### src/rtl/aes_dec_pkg.sv
// aes_dec_pkg: shared FSM encodings and GF(2^8) helpers for the AES decrypt-path stages
package aes_dec_pkg;

    localparam logic [7:0] AES_POLY = 8'h1B;

    typedef enum logic [6:0] {
        S_IDLE = 7'b0000001,
        S_RD01 = 7'b0000010,
        S_RD23 = 7'b0000100,
        S_COMP = 7'b0001000,
        S_WR01 = 7'b0010000,
        S_WR23 = 7'b0100000,
        S_DONE = 7'b1000000
    } state_t;

    function automatic logic [7:0] xtime(input logic [7:0] b);
        return {b[6:0], 1'b0} ^ (b[7] ? AES_POLY : 8'h00);
    endfunction

    function automatic logic [7:0] gf_mul9(input logic [7:0] b);
        return xtime(xtime(xtime(b))) ^ b;
    endfunction

    function automatic logic [7:0] gf_mulb(input logic [7:0] b);
        return xtime(xtime(xtime(b))) ^ xtime(b) ^ b;
    endfunction

    function automatic logic [7:0] gf_muld(input logic [7:0] b);
        return xtime(xtime(xtime(b))) ^ xtime(xtime(b)) ^ b;
    endfunction

    function automatic logic [7:0] gf_mule(input logic [7:0] b);
        return xtime(xtime(xtime(b))) ^ xtime(xtime(b)) ^ xtime(b);
    endfunction

endpackage

### src/rtl/gf_inv_mix_col.sv
// gf_inv_mix_col: combinational AES inverse MixColumns of one 4-byte column
module gf_inv_mix_col
    import aes_dec_pkg::*;
(
    input  logic [7:0] a0,
    input  logic [7:0] a1,
    input  logic [7:0] a2,
    input  logic [7:0] a3,
    output logic [7:0] r0,
    output logic [7:0] r1,
    output logic [7:0] r2,
    output logic [7:0] r3
);

    assign r0 = gf_mule(a0) ^ gf_mulb(a1) ^ gf_muld(a2) ^ gf_mul9(a3);
    assign r1 = gf_mul9(a0) ^ gf_mule(a1) ^ gf_mulb(a2) ^ gf_muld(a3);
    assign r2 = gf_muld(a0) ^ gf_mul9(a1) ^ gf_mule(a2) ^ gf_mulb(a3);
    assign r3 = gf_mulb(a0) ^ gf_muld(a1) ^ gf_mul9(a2) ^ gf_mule(a3);

endmodule

### src/rtl/inv_mix_column.sv
// inv_mix_column: in-place AES inverse MixColumns over the 16-entry statemt RAM, one column per 5 cycles
// Optional INV_MIX_COLUMN_RANGE_CHK_EN adds a sticky range_err flag for nonzero upper state bits.
module inv_mix_column
    import aes_dec_pkg::*;
#(
    parameter int ADDR_W = 5,
    parameter int DATA_W = 32
) (
    input  logic              ap_clk,
    input  logic              ap_rst_n,
    input  logic              ap_start,
    output logic              ap_done,
    output logic              ap_idle,
    output logic              ap_ready,
`ifdef INV_MIX_COLUMN_RANGE_CHK_EN
    output logic              range_err,
`endif
    output logic [ADDR_W-1:0] statemt_address0,
    output logic              statemt_ce0,
    output logic              statemt_we0,
    output logic [DATA_W-1:0] statemt_d0,
    input  logic [DATA_W-1:0] statemt_q0,
    output logic [ADDR_W-1:0] statemt_address1,
    output logic              statemt_ce1,
    output logic              statemt_we1,
    output logic [DATA_W-1:0] statemt_d1,
    input  logic [DATA_W-1:0] statemt_q1
);

    state_t     state, state_nxt;
    logic [1:0] col;
    logic [7:0] a0, a1, r0, r1, r2, r3;
    logic [7:0] m0, m1, m2, m3;
    logic       lo, hi, wr, accept;

    assign lo     = (state == S_RD01) || (state == S_WR01);
    assign hi     = (state == S_RD23) || (state == S_WR23);
    assign wr     = (state == S_WR01) || (state == S_WR23);
    assign accept = (state == S_IDLE) && ap_start;

    // a2/a3 come straight from the RAM outputs in COMP, so no capture register is spent on them
    gf_inv_mix_col u_mix (
        .a0(a0),
        .a1(a1),
        .a2(statemt_q0[7:0]),
        .a3(statemt_q1[7:0]),
        .r0(m0),
        .r1(m1),
        .r2(m2),
        .r3(m3)
    );

    // State register
    always_ff @(posedge ap_clk or negedge ap_rst_n) begin
        if (!ap_rst_n) state <= S_IDLE;
        else           state <= state_nxt;
    end

    // Next-state: fixed read/read/compute/write/write walk per column, four columns then DONE
    always_comb begin
        state_nxt = state;
        case (state)
            S_IDLE:  state_nxt = ap_start ? S_RD01 : S_IDLE;
            S_RD01:  state_nxt = S_RD23;
            S_RD23:  state_nxt = S_COMP;
            S_COMP:  state_nxt = S_WR01;
            S_WR01:  state_nxt = S_WR23;
            S_WR23:  state_nxt = (col == 2'd3) ? S_DONE : S_RD01;
            S_DONE:  state_nxt = S_IDLE;
            default: state_nxt = S_IDLE;
        endcase
    end

    // Outputs: RAM ports are driven only in the read/write states, everything else held at 0
    always_comb begin
        statemt_ce0      = lo | hi;
        statemt_ce1      = lo | hi;
        statemt_we0      = wr;
        statemt_we1      = wr;
        statemt_address0 = lo ? ADDR_W'({col, 2'b00}) : hi ? ADDR_W'({col, 2'b10}) : '0;
        statemt_address1 = lo ? ADDR_W'({col, 2'b01}) : hi ? ADDR_W'({col, 2'b11}) : '0;
        statemt_d0       = (state == S_WR01) ? DATA_W'(r0) : (state == S_WR23) ? DATA_W'(r2) : '0;
        statemt_d1       = (state == S_WR01) ? DATA_W'(r1) : (state == S_WR23) ? DATA_W'(r3) : '0;
        ap_done          = (state == S_DONE);
        ap_ready         = (state == S_DONE);
        ap_idle          = (state == S_IDLE) && !ap_start;
    end

    // Datapath: column counter, first-pair capture and result registers
    always_ff @(posedge ap_clk or negedge ap_rst_n) begin
        if (!ap_rst_n) begin
            col <= '0;
            a0  <= '0;
            a1  <= '0;
            r0  <= '0;
            r1  <= '0;
            r2  <= '0;
            r3  <= '0;
        end else begin
            if (accept) col <= '0;
            if (state == S_WR23) col <= (col == 2'd3) ? col : col + 2'd1;
            if (state == S_RD23) begin
                a0 <= statemt_q0[7:0];
                a1 <= statemt_q1[7:0];
            end
            if (state == S_COMP) begin
                r0 <= m0;
                r1 <= m1;
                r2 <= m2;
                r3 <= m3;
            end
        end
    end

`ifdef INV_MIX_COLUMN_RANGE_CHK_EN
    logic q_hi;

    assign q_hi = (|statemt_q0[DATA_W-1:8]) | (|statemt_q1[DATA_W-1:8]);

    // Sticky flag: any word read this run carried nonzero bits above the state byte
    always_ff @(posedge ap_clk or negedge ap_rst_n) begin
        if (!ap_rst_n)                                            range_err <= 1'b0;
        else if (accept)                                          range_err <= 1'b0;
        else if (((state == S_RD23) || (state == S_COMP)) && q_hi) range_err <= 1'b1;
    end
`else
    logic unused_q_hi;

    assign unused_q_hi = ^{statemt_q0[DATA_W-1:8], statemt_q1[DATA_W-1:8]};
`endif

endmodule
### config.mk
export PLATFORM = sky130hd
export DESIGN_NAME = inv_mix_column
export DESIGN_NICKNAME = d
export VERILOG_FILES = /design/src/rtl/aes_dec_pkg.sv /design/src/rtl/gf_inv_mix_col.sv /design/src/rtl/inv_mix_column.sv
export SDC_FILE = /design/constraint.sdc
export NUM_CORES = 1
export LEC_CHECK = 0
export CELL_PAD_IN_SITES_DETAIL_PLACEMENT = 0
export CELL_PAD_IN_SITES_GLOBAL_PLACEMENT = 1
export CORE_UTILIZATION = 40
export CTS_CLUSTER_SIZE = 24
export DETAILED_ROUTE_END_ITERATION = 8
export DONT_BUFFER_PORTS = 1
export GPL_TIMING_DRIVEN = 0
export PLACE_DENSITY = 0.79
export SYNTH_ARGS = -nofsm -noshare
export SYNTH_HDL_FRONTEND = slang
export SYNTH_HIERARCHICAL = 1
export SYNTH_SLANG_ARGS = --single-unit
### constraint.sdc
create_clock -name ap_clk -period 5.1 [get_ports ap_clk]
set_clock_uncertainty 0.1 [all_clocks]
set_input_delay 1.02 -clock ap_clk [delete_from_list [all_inputs] [get_ports ap_clk]]
set_output_delay 1.02 -clock ap_clk [all_outputs]
set_load 0.05 [all_outputs]
==> summary.txt, run 1 <==
Run status
  – Status: completed

Hold path
  – HP Class: in2async

Clock tree
  – Post-CTS Setup Bufs: 0
  – H-tree depth: 3
  – CTS resizes: 0
  – Worst-case clock buffer depth: 2
  – Clk pin slew, worst setup/hold paths: 0.06 ns
  – Root buf cell: clkbuf_16
  – Num CTS Buffers: 9
  – Cts-stage hold buffer count: 0
  – CTS tree: done
  – Clock sink count: 57
  – Clock Latency Late Sink: 0.33 ns

Timing
  – Final setup fails: 0
  – Worst-margin pin slew: 1.34 ns
  – Crit share post-route: around nine tenths
  – Hold slack: 0.278 ns
  – Setup_tns: 0 ns
  – FMAX: between 0.2 and 0.25 GHz
  – Hold Vio Cnt, Final: 0
  – Slew Limit Headroom: roughly 11%
  – Min Tclk post-route: 4.54 ns
  – RSZ-0062 raised after global routing: false
  – Max-slew violation count: 0

GRT
  – First-pass GRT wire length: 19100 µm
  – Vias in the first global route: between 3000 and 4000
  – Tot GR Track Use: between 10% and 20%
  – Initial antenna violation count: 0
  – Pin count of the biggest net entering global routing: 58
  – Grt ovf: 0

Logic synthesis
  – Cell count after synthesis: roughly 470
  – Register area share after synthesis: between 20% and 30%
  – Yosys Warn Count: 6
  – Synth Flop Type: dfrtp_1
  – Yosys top cell area share: between 20% and 30%
  – FFs w/ async S/R, synth: 100%
  – Mapped cell area: about 5400 µm²
  – Biggest area consumer among synthesized cells: dfrtp_1
  – Register bit total from synthesis: 57
  – Post-synth cell types: 44
  – Top cells by area, synth: dfrtp_1, xnor2_1, xnor3_1
  – Post-synth EDFFs: 0
  – Syn_area_per_cell: ~12 µm²

Floorplan
  – Die ar.: ~14000 µm²
  – Core footprint: 12800 µm²
  – Die width: ~120 µm
  – # rows: 41
  – Initial Util: 41.8%
  – IO Count: approximately 150
  – DIE HEIGHT: 118 µm

Detailed routing
  – WL/cell: 16.9 µm
  – Via count: between 3000 and 4000
  – Via density: 4.55
  – Post-Route WL: 11900 µm
  – Starting DRT DRC Count: 143
  – 1st-pass router iterations: 4
  – # DRC: 0
  – Post-route ant nets: 0

Layout
  – Nets: 595
  – Share of cells above drive strength 1: a little under a third
  – Area Growth Syn to Fin: 13.8%
  – ANT cells: 0
  – Final cell count without fillers: 703

Flow run
  – MaxCap Viol Count: 0

Critical path
  – Worst EP arrival: between 3 and 4 ns
  – Crit. End Element: primary output
  – Crit-path max FO: 10
  – Worst path required time: 3.98 ns
  – Setup CP Type: reg2out
  – Startpoint Class: register

Placement
  – PortBufs: 0
  – Placed cells: 688
  – Post-DP HPWL: roughly 9400 µm
  – RD Place Congestion: about 0.88
==> per-stage QoR <==
| step | setup WS, ns | utilization [%] | area [µm²] |
|---|---|---|---|
| after global placement | 0.954 | 45.0 | 5770 |
| after floorplan | 1.30 | - | 5550 |
| after detailed placement | 0.928 | 45.0 | 5770 |
| final | 0.561 | 47.6 | 6100 |
| after global routing | 0.304 | 47.6 | 6100 |
| after CTS | 0.566 | 47.6 | 6100 |
==> cells in the mapped netlist (2+ instances only) <==
cell and count:
a21oi_1 2, a22oi_1 16, and2_1 3, buf_1 2, buf_2 9, buf_4 63
buf_6 4, clkbuf_1 6, clkbuf_8 2, dfrtp_1 56, mux2_2 48, nand2_1 6
nand2b_1 2, nor2_1 24, nor2b_1 3, nor4b_1 2, o21ai_0 2, or3_4 2
xnor2_1 112, xnor2_2 2, xnor3_1 25, xor2_1 46, xor2_2 2, xor3_1 6
xor3_2 2
==> sequential cells by signal, indices dropped and copies added, names as in the netlist <==
signal / cells
a0: 8
a1: 8
r0: 8
r1: 8
r2: 8
r3: 8
state: 7
col: 2
==> metal layers <==
metal,track usage [%],up-vias,wire length [µm]
met5,0,-,0
met1,22.4,1559,5100
met2,31.1,95,5960
met3,4.41,16,651
met4,5.53,0,191
li1,-,1530,-
==> cell families (layout without fill, tap and decap cells) <==
kind of cell,Yosys count,after routing,share of synthesized area [%]
buf+inv,88,103,11.9
other cells,1,51,0.0699
flops,57,57,26.6
compound gates,21,21,2.80
fa+ha+maj,1,1,0.233
xor+xnor,198,198,42.5
simple gates,50,50,5.29
mux,50,50,10.5
==> worst paths after layout <==
check | from | to | slack [ns] | cells after the start
max in group asynchronous | ap_rst_n | state[0] | 4.42 | 0
worst max-delay path | state[4] | statemt_address1[2] | 0.56 | 6
worst min register to register | a1[2] | a1[2] | 0.40 | 1
worst max register to register | state[4] | state[0] | 2.55 | 5
worst min-delay path | ap_rst_n | r1[6] | 0.28 | 0
min in group ap_clk | a1[2] | a1[2] | 0.40 | 1
==> cell usage in the layout, fill, tap and decap left out, drive strengths merged, types with 3 or more instances in the layout <==
cell type	instances
dfrtp	56
nor2b	3
conb	51
xor2	48
nor2	25
xnor3	27
xnor2	115
buf	79
and2	3
clkbuf	21
nand2	6
xor3	8
a22oi	16
mux2	49
==> critical path, stage by stage, from the launching register on <==
cell	delay [ns]
dfrtp_1	0.42
nor2b_1	0.15
clkbuf_1	0.44
o21ai_0	0.17
a21oi_1	1.03
and2_1	0.59
buf_4	0.30
==> final cells by class <==
class	count	area, µm²
fillers	1201	6720
multi-input cells	371	3490
flip-flops and latches	57	1430
plain buffers	87	636
clock buffers	13	270
well taps	172	215
clock inverters	2	60.1
inverters	1	3.75
Power of run 1 is not shown: default switching activity piles up to over one toggle a cycle in this logic, so the estimate is an artifact.
==> run 2, diff against run 1 <==
- PLACE_DENSITY: 0.79 -> 0.8
- SYNTH_HIERARCHICAL: 1 -> unset
==> run 2 against run 1 <==
Compared with the run above:
- final area shrank 7.7%
- critical path depth is the same
- non-clock buffer count is 4 higher
- first-iteration DRC count up 40%
- via count down 4.9%
- cell count fell by 3.8%
==> summary.txt, run 2 <==
GRT
  – Initial antenna violation count: 0 (unchanged)
  – Tot GR Track Use: 18.4% (+0.22 points)
  – Grt ovf: 0 (unchanged)
  – Vias in the first global route: 3116 (-6.5%)
  – Pin count of the biggest net entering global routing: 58 (unchanged)
  – First-pass GRT wire length: 17400 µm (-8.8%)

Clock tree
  – Num CTS Buffers: 9 (unchanged)
  – Cts-stage hold buffer count: 0 (unchanged)
  – CTS tree: done
  – Post-CTS Setup Bufs: 0 (unchanged)
  – Worst-case clock buffer depth: 2 (unchanged)
  – Clk pin slew, worst setup/hold paths: 0.06 ns (about the same)
  – Clock Latency Late Sink: 0.34 ns (about the same)
  – H-tree depth: 3 (unchanged)
  – CTS resizes: 0 (unchanged)
  – Root buf cell: clkbuf_16
  – Clock sink count: 57 (unchanged)

Detailed routing
  – Post-Route WL: 10900 µm (-8.1%)
  – 1st-pass router iterations: 4 (unchanged)
  – Post-route ant nets: 0 (unchanged)
  – Starting DRT DRC Count: 200 (+40%)
  – Via count: 3042 (-4.9%)
  – # DRC: 0 (unchanged)
  – Via density: 4.50 (-1.1%)
  – WL/cell: 16.2 µm (-4.5%)

Timing
  – Final setup fails: 0 (unchanged)
  – Hold Vio Cnt, Final: 0 (unchanged)
  – Worst-margin pin slew: 0.891 ns (-0.445 ns)
  – Crit share post-route: 86.7% (-2.3 points)
  – RSZ-0062 raised after global routing: false
  – Setup_tns: 0 ns (unchanged)
  – Slew Limit Headroom: 40.3% (+29 points)
  – Min Tclk post-route: 4.42 ns (-0.117 ns)
  – FMAX: 0.226 GHz (+2.6%)
  – Max-slew violation count: 0 (unchanged)

Layout
  – Reg area: 1430 µm² (unchanged)
  – Area Growth Syn to Fin: 14.3%
  – Fill cells: 1149 (-4.3%)
  – Multi-input logic area: 3080 µm² (-12%)
  – Commonest non-fill, non-tap cell in the layout: xnor2_1
  – Most frequent cells in the layout: xnor2_1, buf_4, dfrtp_1, conb_1, xor2_1
  – Share of cells above drive strength 1: 24.6% (-5.6 points)
  – Nets: 592 (-0.50%)
  – ANT cells: 0 (unchanged)

Critical path
  – Crit-path max FO: 10 (unchanged)
  – Startpoint Class: register
  – Worst path required time: 3.98 ns (about the same)
  – Crit. End Element: primary output
  – Setup CP Type: reg2out
  – Worst EP arrival: 3.30 ns (-0.12 ns)

Floorplan
  – DIE HEIGHT: 113 µm (-4.1%)
  – Initial Util: 41.1% (-0.78 points)
  – Die width: 113 µm (-4.1%)
  – Die ar.: 12800 µm² (-8.0%)
  – IO Count: 148 (unchanged)
  – # rows: 40 (-2.4%)
  – Core footprint: 12000 µm² (-6.3%)

Logic synthesis
  – Syn_area_per_cell: 10.7 µm² (-7.5%)
  – Synth Flop Type: dfrtp_1
  – Top cells by count, synth: xnor2_1, buf_4, dfrtp_1
  – Yosys Warn Count: 0 (-6)
  – Most common cell in the netlist: xnor2_1
  – Yosys top cell area share: 28.4% (+2.3 points)
  – Post-synth cell types: 37 (-16%)
  – Biggest area consumer among synthesized cells: dfrtp_1
  – Register bit total from synthesis: 57 (unchanged)
  – Top cells by area, synth: dfrtp_1, xnor2_1, buf_4
  – Cell count after synthesis: 463 (-0.64%)
  – Post-synth EDFFs: 0 (unchanged)
  – FFs w/ async S/R, synth: 100% (unchanged)
  – Register area share after synthesis: 29.0% (+2.3 points)
  – Mapped cell area: 4930 µm² (-8.1%)

Flow run
  – MaxCap Viol Count: 0 (unchanged)

Placement
  – Post-DP HPWL: 8560 µm (-8.9%)
  – PortBufs: 0 (unchanged)
  – RD Place Congestion: 0.868 (-1.1%)

Hold path
  – HP Class: in2async

Run status
  – Status: completed
[run 2: cell types whose count changed after synthesis, sizes merged, moves of 16 or more]
cell,change
a22oi,-16
nor2,-20
mux2,-29
o21ai,+29
a22o,+17
nand2,+23
[run 2: metal layers]
metal	global-route usage [%]	part of all wire (%)	vias to the layer above
met5	0	0	-
met4	5.26	1.5	0
met3	5.57	5.9	14
met2	30.3	48	100
met1	23.3	45	1423
li1	-	-	1505
[run 2: cells by family (layout without fill, tap and decap cells)]
family | count (synthesis) | in the layout | synth area share (%)
muxes | 20 | 20 | 4.57
other | 1 | 51 | 0.0760
DFF | 57 | 57 | 29.0
xor gates and xnor gates | 184 | 184 | 41.5
buffers and inverters | 95 | 111 | 12.7
AOI/OAI and AO/OA | 50 | 50 | 6.42
adders and majority gates | 1 | 1 | 0.254
and+or+nand+nor | 55 | 55 | 5.53
[run 2: through the flow]
step                      area, µm²  hold slack, ns  utilization (%)  std cells  setup WS (ns)
after CTS                      5640           0.265             46.9        676          0.700
after global routing           5640           0.260             46.9        676          0.564
after global placement         5300           0.366             44.1        660           1.09
final                          5640           0.273             46.9        676          0.678
after detailed placement       5310           0.371             44.2        660           1.06
after floorplan                5120           0.350                -        513           1.35
[run 2: worst paths after layout]
path / startpoint / end / slack, ns / depth (start not counted)
worst max register to register: state[0] / a0[2] / 2.41 / 5
min in group ap_clk: r3[0] / r3[0] / 0.38 / 2
worst min-delay path: ap_rst_n / a0[3] / 0.27 / 0
max in group asynchronous: ap_rst_n / state[0] / 4.45 / 0
worst max-delay path: state[0] / statemt_address1[1] / 0.68 / 6
worst min register to register: r3[0] / r3[0] / 0.38 / 2
[run 2: layout make-up]
cell class | count | share of cell area (%)
inverters | 4 | 0.266
clock inverters | 5 | 1.40
well taps | 147 | 3.26
multi-input cells | 361 | 54.6
clock buffers | 11 | 4.31
flip-flops and latches | 57 | 25.3
plain buffers | 91 | 10.9
[run 2: worst max-delay path, stage by stage, from the launching register on]
cell	delay [ns]
dfstp_2	0.55
or3_1	0.20
or2_1	0.20
clkbuf_1	0.42
clkbuf_1	0.69
nand2b_1	0.54
buf_4	0.36
Power of run 2 is left out for the same reason.
